File: config.mk
export PLATFORM = sky130hd
export DESIGN_NAME = param_buffer
export DESIGN_NICKNAME = d
export VERILOG_FILES = /design/src/rtl/param_buffer.sv
export SDC_FILE = /design/constraint.sdc
export NUM_CORES = 1
export LEC_CHECK = 0
export ABC_AREA = 1
export CAP_MARGIN = 20
export CORE_ASPECT_RATIO = 0.9
export CORE_UTILIZATION = 40
export DETAILED_ROUTE_END_ITERATION = 8
export DONT_BUFFER_PORTS = 1
export PLACE_DENSITY = 0.57
export SETUP_SLACK_MARGIN = 0.02
export SYNTH_ARGS = -nofsm -noshare
export SYNTH_HDL_FRONTEND = slang
export SYNTH_SLANG_ARGS = --single-unit
File: constraint.sdc
create_clock -name clk -period 3.94 [get_ports clk]
set_input_delay 0.985 -clock clk [delete_from_list [all_inputs] [get_ports clk]]
set_output_delay 0.985 -clock clk [all_outputs]
set_load 0.005 [all_outputs]
File: src/rtl/param_buffer.sv
// Streaming-loaded parameter store with handshaked burst reads and a registered output.
// Optional range checking and sticky err are enabled by defining PARAM_BUFFER_RANGE_CHECK_EN.
module param_buffer #(
    parameter int unsigned DATA_W = 16,
    parameter int unsigned DEPTH  = 20,
    parameter int unsigned ADDR_W = 5
) (
    input  logic                     clk,
    input  logic                     rst,
    // Load stream
    input  logic                     ld_start,
    input  logic                     ld_valid,
    input  logic signed [DATA_W-1:0] ld_data,
    output logic                     ld_ready,
    output logic                     loaded,
    // Burst request
    input  logic                     rd_start,
    input  logic        [ADDR_W-1:0] rd_base,
    input  logic        [ADDR_W:0]   rd_len,
    // Output stream
    output logic                     out_valid,
    output logic signed [DATA_W-1:0] out_data,
    output logic                     out_last,
    input  logic                     out_ready,
    output logic                     busy,
    output logic                     err
);

    localparam logic [ADDR_W-1:0] LastAddr = ADDR_W'(DEPTH - 1);
    localparam logic [ADDR_W:0]   CntOne   = (ADDR_W + 1)'(1);
    localparam logic [ADDR_W:0]   CntTwo   = (ADDR_W + 1)'(2);

    typedef enum logic [0:0] {StIdle, StRun} state_e;

    state_e                     state_q, state_d;
    logic        [ADDR_W-1:0]   wp_q, wp_d;
    logic                       loaded_q, loaded_d;
    logic        [ADDR_W-1:0]   ptr_q, ptr_d;
    logic        [ADDR_W:0]     cnt_q, cnt_d;
    logic                       out_valid_q, out_valid_d;
    logic                       out_last_q, out_last_d;
    logic signed [DATA_W-1:0]   out_data_q, out_data_d;

    logic signed [DATA_W-1:0]   mem [DEPTH];

    logic                       idle;
    logic                       ld_restart;
    logic                       ld_fire;
    logic                       range_bad;
    logic                       rd_go;
    logic        [ADDR_W-1:0]   ptr_next;
    logic        [ADDR_W-1:0]   rd_addr;
    logic signed [DATA_W-1:0]   rd_word;

    assign idle       = (state_q == StIdle);
    // ld_start wins over a same-cycle load word, which is dropped.
    assign ld_restart = ld_start && idle;
    assign ld_fire    = ld_valid && !loaded_q && !ld_restart;

`ifdef PARAM_BUFFER_RANGE_CHECK_EN
    assign range_bad = (32'(rd_base) >= DEPTH) || (32'(rd_len) > DEPTH);
`else
    assign range_bad = 1'b0;
`endif

    assign rd_go = idle && rd_start && loaded_q && (rd_len != '0) && !range_bad;

    // Wrap at the last stored word; out-of-range pointers count on modulo 2^ADDR_W.
    assign ptr_next = (ptr_q == LastAddr) ? '0 : ptr_q + 1'b1;

    // Fetch address for the word registered at the next edge.
    assign rd_addr = idle ? rd_base : ptr_next;
    assign rd_word = (32'(rd_addr) < DEPTH) ? mem[rd_addr] : '0;

    always_comb begin
        wp_d     = wp_q;
        loaded_d = loaded_q;
        if (ld_restart) begin
            wp_d     = '0;
            loaded_d = 1'b0;
        end else if (ld_fire) begin
            if (wp_q == LastAddr) begin
                wp_d     = '0;
                loaded_d = 1'b1;
            end else begin
                wp_d = wp_q + 1'b1;
            end
        end
    end

    always_comb begin
        state_d     = state_q;
        ptr_d       = ptr_q;
        cnt_d       = cnt_q;
        out_valid_d = out_valid_q;
        out_last_d  = out_last_q;
        out_data_d  = out_data_q;
        unique case (state_q)
            StIdle: begin
                if (rd_go) begin
                    state_d     = StRun;
                    ptr_d       = rd_base;
                    cnt_d       = rd_len;
                    out_valid_d = 1'b1;
                    out_last_d  = (rd_len == CntOne);
                    out_data_d  = rd_word;
                end
            end
            StRun: begin
                if (out_valid_q && out_ready) begin
                    if (cnt_q == CntOne) begin
                        state_d     = StIdle;
                        out_valid_d = 1'b0;
                        out_last_d  = 1'b0;
                    end else begin
                        ptr_d       = ptr_next;
                        cnt_d       = cnt_q - CntOne;
                        out_last_d  = (cnt_q == CntTwo);
                        out_data_d  = rd_word;
                    end
                end
            end
            default: state_d = StIdle;
        endcase
    end

    always_ff @(posedge clk) begin
        if (rst) begin
            state_q     <= StIdle;
            wp_q        <= '0;
            loaded_q    <= 1'b0;
            ptr_q       <= '0;
            cnt_q       <= '0;
            out_valid_q <= 1'b0;
            out_last_q  <= 1'b0;
            out_data_q  <= '0;
        end else begin
            state_q     <= state_d;
            wp_q        <= wp_d;
            loaded_q    <= loaded_d;
            ptr_q       <= ptr_d;
            cnt_q       <= cnt_d;
            out_valid_q <= out_valid_d;
            out_last_q  <= out_last_d;
            out_data_q  <= out_data_d;
        end
    end

    // Storage is deliberately not cleared by reset.
    always_ff @(posedge clk) begin
        if (!rst && ld_fire) begin
            mem[wp_q] <= ld_data;
        end
    end

`ifdef PARAM_BUFFER_RANGE_CHECK_EN
    logic err_q, err_d;

    always_comb begin
        err_d = err_q;
        if (ld_valid && loaded_q) begin
            err_d = 1'b1;
        end
        if (idle && rd_start && range_bad) begin
            err_d = 1'b1;
        end
        if (ld_restart) begin
            err_d = 1'b0;
        end
    end

    always_ff @(posedge clk) begin
        if (rst) begin
            err_q <= 1'b0;
        end else begin
            err_q <= err_d;
        end
    end

    assign err = err_q;
`else
    assign err = 1'b0;
`endif

    assign ld_ready  = !loaded_q;
    assign loaded    = loaded_q;
    assign out_valid = out_valid_q;
    assign out_last  = out_last_q;
    assign out_data  = out_data_q;
    assign busy      = (state_q == StRun);

endmodule

==> results.py <==
metrics = {
    "finish": {
        "area.growth.synth_to_final_pct": 12.3,
        "fill_cells": 3309,
        "final_cells": 1866,
        "layout-drive-gt1-share_pct": 8.71,
        "finalNetCount": 1401,
    },
    "detailed_routing": {
        "drc": 0,
        "viasPerCell": 5.46,
        "wl_per_cell_um": 21.8,
        "routed_wirelength_mm": 40.7,
        "wl_met2_mm": 19.5,
        "vias": 10200,
        "routed.top_layer": "met4",
        "drtIter0Drc": 860,
        "wl_met3_mm": 2.47,
        "wl_met1_mm": 18.0,
        "detail-route-antenna-nets": 0,
        "drtPass1Iterations": 5,
    },
    "setup_path": {
        "crit_arrival_ps": 3530,
        "critPathMaxFanout": 19,
        "path_cells": "inv_2 > nand2_1 > o21ai_4 > buf_4 > inv_2 > nand3_1 > o21ai_1 > nand2_1 > a21oi_1",
        "r2r-start": "busy$_SDFF_PP0_",
        "cp_num_buf_inv": 3,
        "worstSetupStartpoint": "busy$_SDFF_PP0_",
        "r2r-end": "out_data[6]$_SDFFE_PP0P_",
        "worstSetupEndpointType": "flop",
        "cp_slowest_cell": "dfxtp_1",
        "critPathTopFamily": "buffers and inverters",
        "crit_required_ps": 4410,
        "critPathMaxStageDelay_ps": 690,
        "r2r_cells": 9,
        "worst_setup_path_start_kind": "flop",
        "worstSetupPathType": "reg2reg",
        "r2r_slack_ps": 870,
    },
    "floorplan": {
        "rows": 66,
        "die_w_um": 206,
        "initial_utilization_pct": 41.0,
        "core_um2": 36600,
        "die_area_um2": 38300,
        "pin_count": 55,
        "die_y_um": 186,
    },
    "pwr": {
        "total_power_uw": 9090,
        "cellLeakagePower_uw": 0.00613,
        "ir_drop_mv": 0.362,
        "power.density_nw_per_um2": 539,
    },
    "timing": {
        "finalHoldViolations": 0,
        "fin_crit_sh_pct": 77.9,
        "maxSlewHeadroom_pct": 35.2,
        "rsz0062_at_grt": "false",
        "tightest_slew_ps": 971,
        "fmax_mhz": 326,
        "setup_viol": 0,
        "layout_setup_ws_ps": 870,
        "finalMaxSlewViolations": 0,
        "finalCriticalPeriod_ps": 3070,
        "fin_skew_ps": 30.4,
        "fin_setup_tns_ps": 0,
    },
    "cts": {
        "clk_latency_ps": 540,
        "cts_tree": "done",
        "clock-sinks": 356,
        "ctsHoldBuffers": 0,
        "cts_made_buffers": 39,
        "clk_pin_slew_worst_paths_ps": 60,
        "cts.repair.resized": 0,
        "cts_root_buf": "clkbuf_16",
        "clock_path_buffers": 3,
        "cts_setup_buffers": 0,
        "htree_levels": 2,
    },
    "logic_synthesis": {
        "synth_area_leader_cell": "edfxtp_1",
        "synth-edff-count": 320,
        "ys_ff_latch": 356,
        "yosys.area.top_type_share_pct": 64.0,
        "synthesis.nets": 1409,
        "synth_seq_area_share_pct": 68.8,
        "syn_area_um2": 15000,
        "syn_inst": 1368,
        "ys_top_cells_by_count": "nand2_1 (382), nand3_1 (337), edfxtp_1 (320), inv_1 (48), buf_2 (39)",
        "synth_warnings": 0,
        "ys.flop_type": "edfxtp_1",
        "synth_cell_types": 38,
        "async_reset_ff_share_pct": 0,
        "synth_area_leaders": "edfxtp_1 (64%), nand3_1 (11%), nand2_1 (9.6%)",
        "syn_area_per_cell_um2": 11.0,
        "yosysMostFrequentCell": "nand2_1",
    },
    "min_path": {
        "hold_path_class": "reg2reg",
        "hold_end": "out_data[13]$_SDFFE_PP0P_",
        "worstHoldStart": "out_data[13]$_SDFFE_PP0P_",
        "holdPathStages": 2,
    },
    "placed_design": {
        "dp.cells": 1795,
        "hpwlAfterDp_mm": 23.9,
        "gp_congestion": 0.832,
        "io_buffer_count": 0,
        "pre_cts_ws_ps": 874,
    },
    "run": {
        "max_cap_violations": 0,
    },
    "grt": {
        "grt_overflow": 0,
        "grt_usage_pct": 21.6,
        "grt_max_degree": 125,
        "grt_pass1_vias": 9890,
        "grt_pass1_wl_mm": 61.5,
        "antenna_found_initial": 1,
    },
    "run_status": {
        "status": "finished, final reports clean",
    },
}
## tightest hold or removal path, cell delays in order, from the launching register on
cell,delay (ps)
dfxtp_1,320
nand2_1,60
a21oi_1,50
## registers in the layout (all words and copies together) (netlist names)
signal	count
out_valid	1
ptr_q	5
busy	1
out_data	16
loaded	1
mem	320
cnt_q	6
out_last	1
wp_q	5
## where the power goes
part / internal, uW / leakage (uW) / switching (uW)
combinational: 306 / 0.00231 / 763
clock: 2350 / 0.000647 / 1470
sequential: 4150 / 0.00317 / 42.7
total: 6810 / 0.00613 / 2280
## stage by stage
step | hold slack [ps] | area [um^2] | util [%]
2_1_floorplan | 462 | 15000 | -
3_3_place_gp | 473 | 15500 | 42.4
3_5_place_dp | 472 | 15500 | 42.4
4_1_cts | 481 | 16900 | 46.1
5_1_grt | 499 | 16900 | 46.1
6_report | 481 | 16900 | 46.1
## cell families after synthesis
group / Yosys count / share of synthesized area [%]
AND/OR/NAND/NOR: 780 / 22.8
AO/OA/AOI/OAI: 82 / 3.03
buffers and inverters: 136 / 4.38
adder cells (fa/ha/maj): 8 / 0.667
other: 1 / 0.0250
XOR/XNOR: 5 / 0.292
flip-flops: 356 / 68.8
## placed cells by master, fill, tap and decap left out, types with 4 or more instances in the layout
| master | netlist | routed |
|---|---|---|
| nor3_2 | 0 | 4 |
| nor3_1 | 8 | 4 |
| nor2_1 | 38 | 27 |
| a21oi_1 | 35 | 35 |
| nand3_1 | 337 | 337 |
| clkinv_2 | 0 | 5 |
| o21ai_0 | 19 | 18 |
| clkbuf_16 | 0 | 39 |
| buf_4 | 16 | 32 |
| bufinv_16 | 0 | 8 |
| clkbuf_1 | 21 | 10 |
| edfxtp_1 | 320 | 320 |
| inv_2 | 4 | 4 |
| ha_1 | 8 | 8 |
| inv_1 | 48 | 48 |
| nand2_4 | 1 | 4 |
| nand2_1 | 382 | 382 |
| clkinv_1 | 0 | 5 |
| nor2_2 | 0 | 11 |
| o21ai_1 | 12 | 13 |
| dfxtp_1 | 36 | 36 |
| a31oi_1 | 5 | 5 |
## worst max-delay path by stage
stage          slack, ps                        end  cells past startpoint
2_1_floorplan        880        mem[5][0]$_DFFE_PP_                      5
3_3_place_gp         910   out_data[6]$_SDFFE_PP0P_                      9
3_5_place_dp         870   out_data[6]$_SDFFE_PP0P_                      9
4_1_cts              880   out_data[6]$_SDFFE_PP0P_                      9
5_1_grt              710  out_data[10]$_SDFFE_PP0P_                      8
6_report             870   out_data[6]$_SDFFE_PP0P_                      9
## layout make-up
| cell class | instances | area (um^2) | area share, % |
|---|---|---|---|
| Tap cell | 476 | 596 | 3.53 |
| Inverter | 52 | 195 | 1.16 |
| Multi-Input combinational cell | 876 | 4100 | 24.3 |
| Clock inverter | 21 | 324 | 1.92 |
| Antenna cell | 1 | 2.50 | 0.0148 |
| Sequential cell | 356 | 10300 | 61.3 |
| Clock buffer | 49 | 1010 | 6.01 |
| Timing Repair Buffer | 35 | 300 | 1.78 |
## layer usage
layer,global-route usage [%],up-vias
met5,0,-
met1,30.0,5026
met2,35.7,326
met4,5.15,0
li1,-,4782
met3,3.22,46
(Power assumes the default switching activity.)
